<file path="src/rtl/spatz_boot_sequencer.sv">
`default_nettype none
// ============================================================================
//  Module   : spatz_boot_sequencer
//  Purpose  : Boot controller for the Spatz cluster. On a start request it
//             waits a settle time, writes the entry point into the cluster
//             boot-control register over a reqrsp master port, reads it back
//             to verify, retries on failure, then pulses debug_req on every
//             core to wake them.
//  Revision : 1.0 - initial release
// ----------------------------------------------------------------------------
//  Ports
//    clk_i          in   clock
//    rst_ni         in   asynchronous active-low reset
//    start_i        in   start request (level, sampled when not busy)
//    entry_point_i  in   32-bit boot address, captured on start
//    q_addr_o       out  request address
//    q_data_o       out  request write data
//    q_write_o      out  1 = write, 0 = read
//    q_strb_o       out  request byte strobes
//    q_valid_o      out  request valid
//    q_ready_i      in   request ready
//    p_data_i       in   response data
//    p_error_i      in   response error
//    p_valid_i      in   response valid
//    p_ready_o      out  response ready
//    debug_req_o    out  per-core wake-up request
//    busy_o         out  sequence in progress
//    done_o         out  sequence completed successfully
//    error_o        out  retries exhausted
//    retry_cnt_o    out  retries consumed in the current or last sequence
// ============================================================================
module spatz_boot_sequencer #(
  parameter int unsigned          AddrWidth       = 48,
  parameter int unsigned          DataWidth       = 64,
  parameter int unsigned          NumCores        = 4,
  // Cluster peripheral base plus the boot-control register offset.
  parameter logic [AddrWidth-1:0] BootCtrlAddr    = AddrWidth'(32'h5102_0048),
  parameter int unsigned          WaitCycles      = 1000,
  parameter int unsigned          WakePulseCycles = 1,
  parameter int unsigned          MaxRetries      = 2
) (
  input  logic                   clk_i,
  input  logic                   rst_ni,
  input  logic                   start_i,
  input  logic [31:0]            entry_point_i,
  output logic [AddrWidth-1:0]   q_addr_o,
  output logic [DataWidth-1:0]   q_data_o,
  output logic                   q_write_o,
  output logic [DataWidth/8-1:0] q_strb_o,
  output logic                   q_valid_o,
  input  logic                   q_ready_i,
  input  logic [DataWidth-1:0]   p_data_i,
  input  logic                   p_error_i,
  input  logic                   p_valid_i,
  output logic                   p_ready_o,
  output logic [NumCores-1:0]    debug_req_o,
  output logic                   busy_o,
  output logic                   done_o,
  output logic                   error_o,
  output logic [((MaxRetries > 0) ? $clog2(MaxRetries + 1) : 1)-1:0] retry_cnt_o
);

  // Retry counter width; kept at least one bit so MaxRetries = 0 still elaborates.
  localparam int unsigned     RetryW     = (MaxRetries > 0) ? $clog2(MaxRetries + 1) : 1;
  localparam logic [RetryW-1:0] RetryLimit = RetryW'(MaxRetries);
  localparam logic [RetryW-1:0] RetryOne   = RetryW'(1);

  // One shared down-counter serves both the settle wait and the wake pulse.
  localparam int unsigned   CntMax   = (WaitCycles > WakePulseCycles) ? WaitCycles : WakePulseCycles;
  localparam int unsigned   CntW     = (CntMax > 1) ? $clog2(CntMax + 1) : 1;
  localparam logic [CntW-1:0] WaitLoad = CntW'(WaitCycles);
  localparam logic [CntW-1:0] WakeLoad = CntW'(WakePulseCycles);
  localparam logic [CntW-1:0] CntOne   = CntW'(1);

  typedef enum logic [3:0] {
    S_IDLE   = 4'd0,
    S_WAIT   = 4'd1,
    S_WR_REQ = 4'd2,
    S_WR_RSP = 4'd3,
    S_RD_REQ = 4'd4,
    S_RD_RSP = 4'd5,
    S_WAKE   = 4'd6,
    S_DONE   = 4'd7,
    S_ERROR  = 4'd8
  } state_e;

  state_e          r_state;
  logic [31:0]     r_entry;
  logic [CntW-1:0] r_cnt;

  logic w_rd_match;
  logic w_can_retry;

  // Only the low 32 bits of the readback carry the register contents.
  assign w_rd_match  = (p_data_i[31:0] == r_entry);
  assign w_can_retry = (retry_cnt_o < RetryLimit);

  if (DataWidth > 32) begin : g_unused_upper
    logic unused_p_data_upper;
    assign unused_p_data_upper = ^p_data_i[DataWidth-1:32];
  end

  always_ff @(posedge clk_i or negedge rst_ni) begin
    if (!rst_ni) begin
      r_state     <= S_IDLE;
      r_entry     <= '0;
      r_cnt       <= '0;
      q_addr_o    <= '0;
      q_data_o    <= '0;
      q_write_o   <= 1'b0;
      q_strb_o    <= '0;
      q_valid_o   <= 1'b0;
      p_ready_o   <= 1'b0;
      debug_req_o <= '0;
      busy_o      <= 1'b0;
      done_o      <= 1'b0;
      error_o     <= 1'b0;
      retry_cnt_o <= '0;
    end else begin
      unique case (r_state)
        S_IDLE, S_DONE, S_ERROR: begin
          if (start_i) begin
            r_entry     <= entry_point_i;
            done_o      <= 1'b0;
            error_o     <= 1'b0;
            retry_cnt_o <= '0;
            busy_o      <= 1'b1;
            if (WaitCycles > 0) begin
              r_state <= S_WAIT;
              r_cnt   <= WaitLoad;
            end else begin
              // No settle time: the write request is presented right away,
              // so the data comes straight from the input being captured.
              r_state   <= S_WR_REQ;
              q_valid_o <= 1'b1;
              q_write_o <= 1'b1;
              q_addr_o  <= BootCtrlAddr;
              q_data_o  <= DataWidth'(entry_point_i);
              q_strb_o  <= '1;
            end
          end
        end

        S_WAIT: begin
          if (r_cnt == CntOne) begin
            r_state   <= S_WR_REQ;
            q_valid_o <= 1'b1;
            q_write_o <= 1'b1;
            q_addr_o  <= BootCtrlAddr;
            q_data_o  <= DataWidth'(r_entry);
            q_strb_o  <= '1;
          end else begin
            r_cnt <= r_cnt - CntOne;
          end
        end

        S_WR_REQ, S_RD_REQ: begin
          if (q_ready_i) begin
            q_valid_o <= 1'b0;
            p_ready_o <= 1'b1;
            r_state   <= (r_state == S_WR_REQ) ? S_WR_RSP : S_RD_RSP;
          end
        end

        S_WR_RSP, S_RD_RSP: begin
          if (p_valid_i) begin
            p_ready_o <= 1'b0;
            if (!p_error_i && (r_state == S_WR_RSP)) begin
              r_state   <= S_RD_REQ;
              q_valid_o <= 1'b1;
              q_write_o <= 1'b0;
              q_addr_o  <= BootCtrlAddr;
              q_data_o  <= '0;
              q_strb_o  <= '0;
            end else if (!p_error_i && w_rd_match) begin
              r_state     <= S_WAKE;
              r_cnt       <= WakeLoad;
              debug_req_o <= '1;
            end else if (w_can_retry) begin
              // Failed write or verify: rewrite immediately, no settle wait.
              retry_cnt_o <= retry_cnt_o + RetryOne;
              r_state     <= S_WR_REQ;
              q_valid_o   <= 1'b1;
              q_write_o   <= 1'b1;
              q_addr_o    <= BootCtrlAddr;
              q_data_o    <= DataWidth'(r_entry);
              q_strb_o    <= '1;
            end else begin
              r_state <= S_ERROR;
              busy_o  <= 1'b0;
              error_o <= 1'b1;
            end
          end
        end

        S_WAKE: begin
          if (r_cnt == CntOne) begin
            r_state     <= S_DONE;
            debug_req_o <= '0;
            busy_o      <= 1'b0;
            done_o      <= 1'b1;
          end else begin
            r_cnt <= r_cnt - CntOne;
          end
        end

        default: begin
          r_state <= S_IDLE;
        end
      endcase
    end
  end

endmodule
`default_nettype wire
</file>
<file path="config.mk">
export PLATFORM = sky130hd
export DESIGN_NAME = spatz_boot_sequencer
export DESIGN_NICKNAME = d
export VERILOG_FILES = /design/src/rtl/spatz_boot_sequencer.sv
export SDC_FILE = /design/constraint.sdc
export NUM_CORES = 1
export LEC_CHECK = 0
export ABC_CLOCK_PERIOD_IN_PS = 2650
export BUFFER_PORTS_ARGS = -buffer_cell sky130_fd_sc_hd__buf_2
export CAP_MARGIN = 20
export CORE_UTILIZATION = 35
export CTS_BUF_LIST = sky130_fd_sc_hd__clkbuf_2 sky130_fd_sc_hd__clkbuf_4 sky130_fd_sc_hd__clkbuf_8
export DETAILED_ROUTE_END_ITERATION = 7
export GPL_ROUTABILITY_DRIVEN = 0
export GPL_TIMING_DRIVEN = 0
export PLACE_DENSITY = 0.74
export SLEW_MARGIN = 5
export SYNTH_ARGS = -nofsm -noshare
export SYNTH_HDL_FRONTEND = slang
export SYNTH_SLANG_ARGS = --single-unit
</file>
<file path="constraint.sdc">
create_clock -name clk_i -period 2.65 [get_ports clk_i]
set_clock_uncertainty 0.2 [all_clocks]
set_input_delay 0.3975 -clock clk_i [delete_from_list [all_inputs] [get_ports clk_i]]
set_output_delay 0.3975 -clock clk_i [all_outputs]
set_load 0.01 [all_outputs]
</file>
==> results of run 1 <==
timing repair:
action                     in CTS  in global routing
resized for setup              20                 22
gates cloned                    0                  1
setup endpoints to repair      74                 63
hold buffers                    1                  0
pin swaps                       5                  6
hold endpoints to repair       27                  0
buffers inserted                5                  3
sequential cells by signal, indices dropped and copies added, names as in the netlist:
name / flops
q_data_o: 32
r_entry: 32
r_cnt: 10
r_state: 4
retry_cnt_o: 2
busy_o: 1
debug_req_o: 1
done_o: 1
error_o: 1
p_ready_o: 1
q_addr_o: 1
q_strb_o: 1
q_valid_o: 1
how the worst max path moves through the flow:
stage	start	endpoint	slack, ns
2_1_floorplan	r_cnt[1]	q_strb_o[6]	0.07
3_3_place_gp	p_data_i[11]	q_data_o[2]	-0.43
3_5_place_dp	p_data_i[11]	q_data_o[30]	-0.49
4_1_cts	r_entry[15]	q_data_o[7]	0.005
5_1_grt	r_cnt[1]	busy_o	-0.07
6_report	r_entry[10]	q_data_o[30]	0.02
worst max-delay path, stage by stage, from the launching register on:
cell,delay [ns]
dfrtp_1,0.41
xor2_1,0.22
nor4_2,0.33
nand4_1,0.19
or3_4,0.41
o2111a_2,0.39
clkbuf_16,0.20
a22o_1,0.18
metal layers:
metal  wire (µm)  GRT usage  vias to the layer above
met3        1060     0.0651                       11
met1        5030      0.209                     1837
li1            -          -                     1899
met4         178     0.0484                        0
met5           0          0                        -
met2        6050      0.291                      168
cell type report:
type | count | area [µm²] | area share
flip-flops and latches | 88 | 2200 | 0.342
plain buffers | 110 | 815 | 0.126
repair buffers | 138 | 761 | 0.118
multi-input cells | 321 | 2220 | 0.344
inverters | 11 | 41.3 | 0.00640
clock buffers | 12 | 165 | 0.0256
well taps | 176 | 220 | 0.0341
clock inverters | 3 | 25.0 | 0.00388
kinds of logic (layout without fill, tap and decap cells):
family,count (synthesis),after routing,synth area share
and+or+nand+nor,79,79,0.0853
muxes,35,35,0.0801
buffers and inverters,121,274,0.166
adders and majority gates,2,2,0.00512
xor gates and xnor gates,33,33,0.0591
other,1,74,0.000767
AOI/OAI and AO/OA,98,98,0.153
DFF,88,88,0.451
through the flow:
stage / total power, mW / TNS [ns] / utilization / hold WS, ns
finish: 6.52 / 0 / 0.480 / 0.0471
global route: 6.97 / -0.800 / 0.480 / 0.0237
CTS: 6.44 / 0 / 0.472 / 0.0238
detailed placement: 5.32 / -17.59 / 0.449 / 0.150
global placement: 5.23 / -13.99 / 0.447 / 0.276
floorplan: 4.39 / 0 / - / -0.0981
power by group through the flow:
stage	logic, mW	clock network (mW)	registers [mW]
2_1_floorplan	2.16	0	2.23
3_5_place_dp	3.03	0	2.28
3_3_place_gp	2.96	0	2.27
4_1_cts	3.23	0.945	2.26
5_1_grt	3.65	0.997	2.32
6_report	3.34	0.916	2.26
synthesized netlist by cell type (2+ instances only):
| cell | n |
|---|---|
| mux2i_1 | 2 |
| a221oi_1 | 3 |
| or3_4 | 2 |
| or3_1 | 4 |
| nor2_1 | 11 |
| nor4_1 | 8 |
| a21oi_1 | 9 |
| nand4_1 | 2 |
| xor2_1 | 29 |
| nor2b_1 | 5 |
| o31ai_1 | 3 |
| buf_2 | 8 |
| clkbuf_1 | 10 |
| nand2_1 | 22 |
| ha_1 | 2 |
| or2_2 | 2 |
| o21ai_0 | 18 |
| nand2b_1 | 5 |
| xnor2_1 | 4 |
| dfrtp_1 | 88 |
| a21o_1 | 4 |
| buf_4 | 90 |
| nor3_1 | 3 |
| a21boi_0 | 3 |
| o41ai_1 | 2 |
| o2bb2ai_1 | 2 |
| o311ai_0 | 3 |
| a22o_1 | 32 |
| inv_1 | 11 |
| mux2_2 | 33 |
| and3_1 | 2 |
| nand3_1 | 7 |
==> key figures, run 1 <==
STA
  • Final worst setup slack: 0.0161 ns
  • Max Slew Vio Count: 0
  • RSZ-0062 raised after global routing: yes
  • Final period utilization: 0.994
  • Max Clk Rate: ~380 MHz
  • Final min period: approximately 2.6 ns
  • Endpoints failing hold: 0
  • Setup violators final: 0

Detailed routing
  • Routed Antenna Nets: 0
  • First-pass DRT Iterations: 4
  • Avg WL per Cell: 14.3 µm
  • Via-per-instance ratio: 4.56
  • DRT iter0 DRCs: 135
  • DR vias: 3915
  • DRC: 0
  • Total Wirelength: 12300 µm

Floorplan
  • I/O pins: 234
  • CORE AREA: 13500 µm²
  • # rows: 42
  • Die W: 120 µm
  • Initial Utilization: 0.363
  • Die H: 120 µm
  • Die footprint: 14400 µm²

Cells and area
  • Share of cells above drive strength 1: 0.455
  • Most frequent cells in the layout: 127 x buf_2, 101 x buf_4, 87 x dfrtp_1
  • Final non-filler cell area: 6450 µm²
  • Nets: slightly below 800
  • Finished Layout Cells: 859
  • Area delta synth->final: 32.0%
  • Antenna cells: 0
  • Fill cells: 1328
  • Most common cell after layout, fill and taps aside: buf_2

Status
  • Status: finished, final reports clean

Worst hold path
  • Hold Path Cell Cnt: 2
  • Sink of the worst hold path: r_entry[23]
  • Hold path startpoint: entry_point_i[23]
  • Worst Hold Class: input port to flop

Worst setup path
  • Reg-to-Reg End: q_data_o[30]
  • Reg2reg start: r_entry[10]
  • Reg2reg setup slack: between 0.015 and 0.02 ns
  • Startpoint types: flop
  • Worst reg-to-reg path cell count: 7
  • Setup CP Type: flop to flop
  • Req. time, crit path: between 2 and 3 ns
  • CP endpoint kind: flop
  • Crit Path Max Fanout: 6
  • Arrival time at the worst endpoint: 2.70 ns

Global routing
  • Gr ovfl total: 0
  • First-pass GRT wire length: 19300 µm
  • GR Util All Layers: 0.175
  • Largest net degree at the start of global routing: 62
  • Number of global-route vias before repair: 3766
  • Initial antenna violation count: 0

Synth
  • Top post-synthesis cells by area: dfrtp_1 45%, buf_4 14%, mux2_2 7.6%, a22o_1 5.7%, xor2_1 5.2%
  • Number of flops mapped to enable cells by yosys: 0
  • Primary FF master, synth: dfrtp_1
  • Cell variety after synth: 60
  • Yosys Warn Count: 0
  • Cells after Synth: 457
  • FF+latch count, synth: 88
  • Mean Syn Cell Area: 10.7 µm²
  • Async SR Flop Fraction: 1.00
  • Cell accounting for the most synthesized area: dfrtp_1
  • Synth Cell Area: 4890 µm²
  • Yosys top cell area share: 0.451
  • Seq/Total Area, Yosys: 0.451

CTS
  • Clk_lat worst skew: about 0.37 ns
  • Clock Tree Root: clkbuf_8
  • CTS Buf Count: 9
  • TritonCTS clock tree: done
  • Clk buf depth: 2
  • Clock sink total: 88
  • H-tree depth: 3
  • Clock transition at path regs: approximately 0.09 ns

Placement
  • PortBufs: 127
  • DP Worst Slack: -0.488 ns
  • HPWL Detailed: 9030 µm
  • Placed cell count: 834
  • Placement Cell Area: 6050 µm²

Power and ir drop
  • Combinational Power Share: 0.513
  • PD cells: 1010 nW/µm²
  • Clock power share: 0.141
  • Psw: ~2.7 mW
  • Worst VDD drop: 0.585 mV
  • Sw frac: 0.408
  • Pint: 3.86 mW
  • Flop pwr share: 0.347
  • Pleak: 3.34 nW

Flow run
  • # Max-Cap Violations: 0
Power figures use the tool's default switching activity.
==> inputs of run 2 (changes only) <==
--- a/config.mk
+++ b/config.mk
@@ -5,15 +5,16 @@
 export SDC_FILE = /design/constraint.sdc
 export NUM_CORES = 1
 export LEC_CHECK = 0
+export ABC_AREA = 1
 export ABC_CLOCK_PERIOD_IN_PS = 2650
 export BUFFER_PORTS_ARGS = -buffer_cell sky130_fd_sc_hd__buf_2
 export CAP_MARGIN = 20
+export CORE_ASPECT_RATIO = 0.6
 export CORE_UTILIZATION = 35
 export CTS_BUF_LIST = sky130_fd_sc_hd__clkbuf_2 sky130_fd_sc_hd__clkbuf_4 sky130_fd_sc_hd__clkbuf_8
 export DETAILED_ROUTE_END_ITERATION = 7
 export GPL_ROUTABILITY_DRIVEN = 0
-export GPL_TIMING_DRIVEN = 0
-export PLACE_DENSITY = 0.74
+export PLACE_DENSITY = 0.72
 export SLEW_MARGIN = 5
 export SYNTH_ARGS = -nofsm -noshare
 export SYNTH_HDL_FRONTEND = slang
==> run 2 against run 1 <==
  * Die area rose by 9.8%
  * Flip-flop and latch count did not move
  * Global-route usage fell by 0.19 points
  * Critical path type unchanged
  * Largest cell class unchanged
==> key figures, run 2 <==
CTS
  • Clk buf depth: 2 (unchanged)
  • H-tree depth: 3 (unchanged)
  • Clock sink total: 88 (unchanged)
  • Post-CTS setup buffers: 0 (-5)
  • TritonCTS clock tree: done
  • Hold Buf Count CTS: 2 (+1)
  • Clk_lat worst skew: 0.37 ns (about the same)
  • CTS Buf Count: 9 (unchanged)
  • Clock Tree Root: clkbuf_8
  • Cts repair resizes: 0 (-100%)
  • Clock transition at path regs: 0.09 ns (about the same)

Worst setup path
  • Worst reg-to-reg path cell count: 9 (+2)
  • Req. time, crit path: 2.76 ns (+0.04 ns)
  • CP endpoint kind: flop
  • Setup CP Type: flop to flop
  • Crit Path Max Fanout: 35 (+29)
  • Reg2reg start: r_entry[30]
  • Reg-to-Reg End: q_data_o[27]
  • Arrival time at the worst endpoint: 2.46 ns (-0.24 ns)
  • Reg2reg setup slack: 0.30 ns (+0.29 ns)
  • Startpoint types: flop

Detailed routing
  • DRT iter0 DRCs: 222 (+64%)
  • Total Wirelength: 13300 µm (+7.7%)
  • DRC: 0 (unchanged)
  • First-pass DRT Iterations: 4 (unchanged)
  • Via-per-instance ratio: 4.41 (-3.2%)
  • Avg WL per Cell: 12.9 µm (-10%)
  • Routed Antenna Nets: 0 (unchanged)
  • DR vias: 4533 (+16%)

Worst hold path
  • Hold path startpoint: entry_point_i[6]
  • Worst Hold Class: input port to flop
  • Hold Path Cell Cnt: 3 (+1)
  • Sink of the worst hold path: r_entry[6]

Power and ir drop
  • Pleak: 3.41 nW (+2.3%)
  • Total power: 7.17 mW (+10%)
  • PD cells: 1190 nW/µm² (+17%)
  • Worst VDD drop: 0.415 mV (-29%)

Placement
  • PortBufs: 127 (unchanged)
  • HPWL Detailed: 9990 µm (+11%)

STA
  • Final setup TNS: 0 ns (unchanged)
  • Max Slew Vio Count: 0 (unchanged)
  • Final period utilization: 0.886 (-0.108)
  • Max Clk Rate: 426 MHz (+12%)
  • Final min period: 2.35 ns (-0.287 ns)
  • Setup violators final: 0 (unchanged)
  • RSZ-0062 raised after global routing: no
  • Endpoints failing hold: 0 (unchanged)

Global routing
  • Number of global-route vias before repair: 4054 (+7.6%)
  • GR Util All Layers: 0.173 (-0.00193)
  • Initial antenna violation count: 1 (+1)
  • Gr ovfl total: 0 (unchanged)
  • Largest net degree at the start of global routing: 40 (-35%)
  • First-pass GRT wire length: 21100 µm (+9.4%)

Synth
  • Synth cell count leaders: 252 x nand2_1, 94 x buf_4, 88 x dfrtp_1
  • Synth Area in Simple Gates: 0.305 (+0.220)
  • Seq/Total Area, Yosys: 0.410 (-0.0405)
  • Async SR Flop Fraction: 1.00 (unchanged)
  • Mean Syn Cell Area: 7.55 µm² (-29%)
  • Compound-Gate Fraction of Synth Area: 0.0562 (-0.0972)
  • Largest family of logic cells by synthesized area: simple AND/OR/NAND/NOR gates
  • Cell accounting for the most synthesized area: dfrtp_1
  • Mux cell area share after synthesis: 0 (-0.0801)
  • Number of flops mapped to enable cells by yosys: 0 (unchanged)
  • Synth Cell Area: 5370 µm² (+9.9%)
  • Post-Synth Adder-Cell Area: 0.00466 (-0.000460)
  • FF+latch count, synth: 88 (unchanged)
  • Cells after Synth: 711 (+56%)
  • Synth Area in XOR/XNOR: 0.0212 (-0.0379)
  • Yosys top cell area share: 0.410 (-0.0405)
  • Primary FF master, synth: dfrtp_1
  • Cell variety after synth: 38 (-37%)
  • Top post-synthesis cells by area: dfrtp_1 41%, nand2_1 18%, buf_4 13%, inv_1 4.8%, nand4_1 4.3%
  • Most frequent cell after synthesis: nand2_1
  • Yosys Warn Count: 0 (unchanged)

Flow run
  • # Max-Cap Violations: 0 (unchanged)

Floorplan
  • # rows: 34 (-19%)
  • Die H: 97.9 µm (-18%)
  • Die footprint: 15900 µm² (+9.8%)
  • Initial Utilization: 0.365 (+0.00156)
  • Die W: 162 µm (+35%)
  • I/O pins: 234 (unchanged)
  • CORE AREA: 14700 µm² (+9.4%)

Cells and area
  • Most common cell after layout, fill and taps aside: nand2_1
  • Fill cells: 1547 (+16%)
  • Largest regs: q_data_o (32), r_entry (32), r_cnt (10)
  • Area delta synth->final: 12.7%
  • Nets: 928 (+19%)
  • Most frequent cells in the layout: 252 x nand2_1, 126 x buf_2, 88 x dfrtp_1
  • Share of cells above drive strength 1: 0.227 (-0.229)

Status
  • Status: finished, final reports clean
run 2: cell count changes after synthesis, sizes merged, moves of 23 or more:
| cell | previous run | this run |
|---|---|---|
| xor2 | 29 | 6 |
| nand4 | 2 | 37 |
| mux2 | 33 | 0 |
| o21ai | 18 | 42 |
| inv | 11 | 73 |
| nand2 | 22 | 256 |
| nor2 | 11 | 42 |
| a22o | 32 | 0 |
run 2: metrics by stage:
step / hold slack, ns / cell area, µm² / worst slack (ns) / utilization / std cells
2_1_floorplan: -0.0981 / 5640 / 0.769 / - / 784
3_3_place_gp: 0.188 / 5830 / 0.284 / 0.396 / 1009
3_5_place_dp: 0.191 / 5830 / 0.267 / 0.396 / 1009
4_1_cts: 0.000504 / 6050 / 0.324 / 0.411 / 1027
5_1_grt: 0.0226 / 6050 / 0.0809 / 0.411 / 1027
6_report: 0.0268 / 6050 / 0.303 / 0.411 / 1028
run 2: worst max path at each step:
stage	depth (start not counted)	slack (ns)	from	to
2_1_floorplan	10	0.77	r_state[2]	q_strb_o[6]
3_5_place_dp	10	0.27	p_error_i	q_data_o[22]
4_1_cts	9	0.32	r_entry[30]	q_data_o[2]
3_3_place_gp	10	0.28	p_data_i[30]	q_data_o[6]
5_1_grt	13	0.08	r_entry[10]	q_data_o[25]
6_report	9	0.30	r_entry[30]	q_data_o[27]
run 2: final cells by class:
type | count | area, µm² | share of cell area
Antenna cell | 1 | 2.50 | 0.000414
Clock buffer | 9 | 124 | 0.0205
Clock inverter | 7 | 77.6 | 0.0128
Inverter | 73 | 274 | 0.0453
Multi-Input combinational cell | 512 | 2360 | 0.389
Sequential cell | 88 | 2200 | 0.364
Tap cell | 198 | 248 | 0.0410
Timing Repair Buffer | 140 | 766 | 0.127
run 2: cell families after synthesis:
family	Yosys count
flops	88
xor+xnor	13
simple gates	371
fa+ha+maj	2
other cells	1
compound gates	52
buf+inv	184
run 2: power breakdown:
| group | total (mW) | internal [mW] | leakage (nW) | switching [mW] |
|---|---|---|---|---|
| combinational | 3.74 | 1.33 | 2.21 | 2.42 |
| clock | 0.981 | 0.446 | 0.101 | 0.534 |
| sequential | 2.45 | 1.97 | 1.10 | 0.472 |
run 2: metal layers:
layer	part of all wire	vias to the layer above	GRT usage
li1	-	2285	-
met4	0.0068	0	0.0370
met5	0	-	0
met3	0.093	8	0.0599
met1	0.47	2083	0.246
met2	0.43	157	0.250
run 2: worst max-delay path: stages, from the launching register on:
cell	delay, ns
dfrtp_1	0.42
xnor2_1	0.16
nand2_1	0.07
nor2_1	0.22
nand3_1	0.13
nor2_1	0.15
nand4_1	0.28
nand2_4	0.46
nand2_1	0.11
nand2_1	0.07
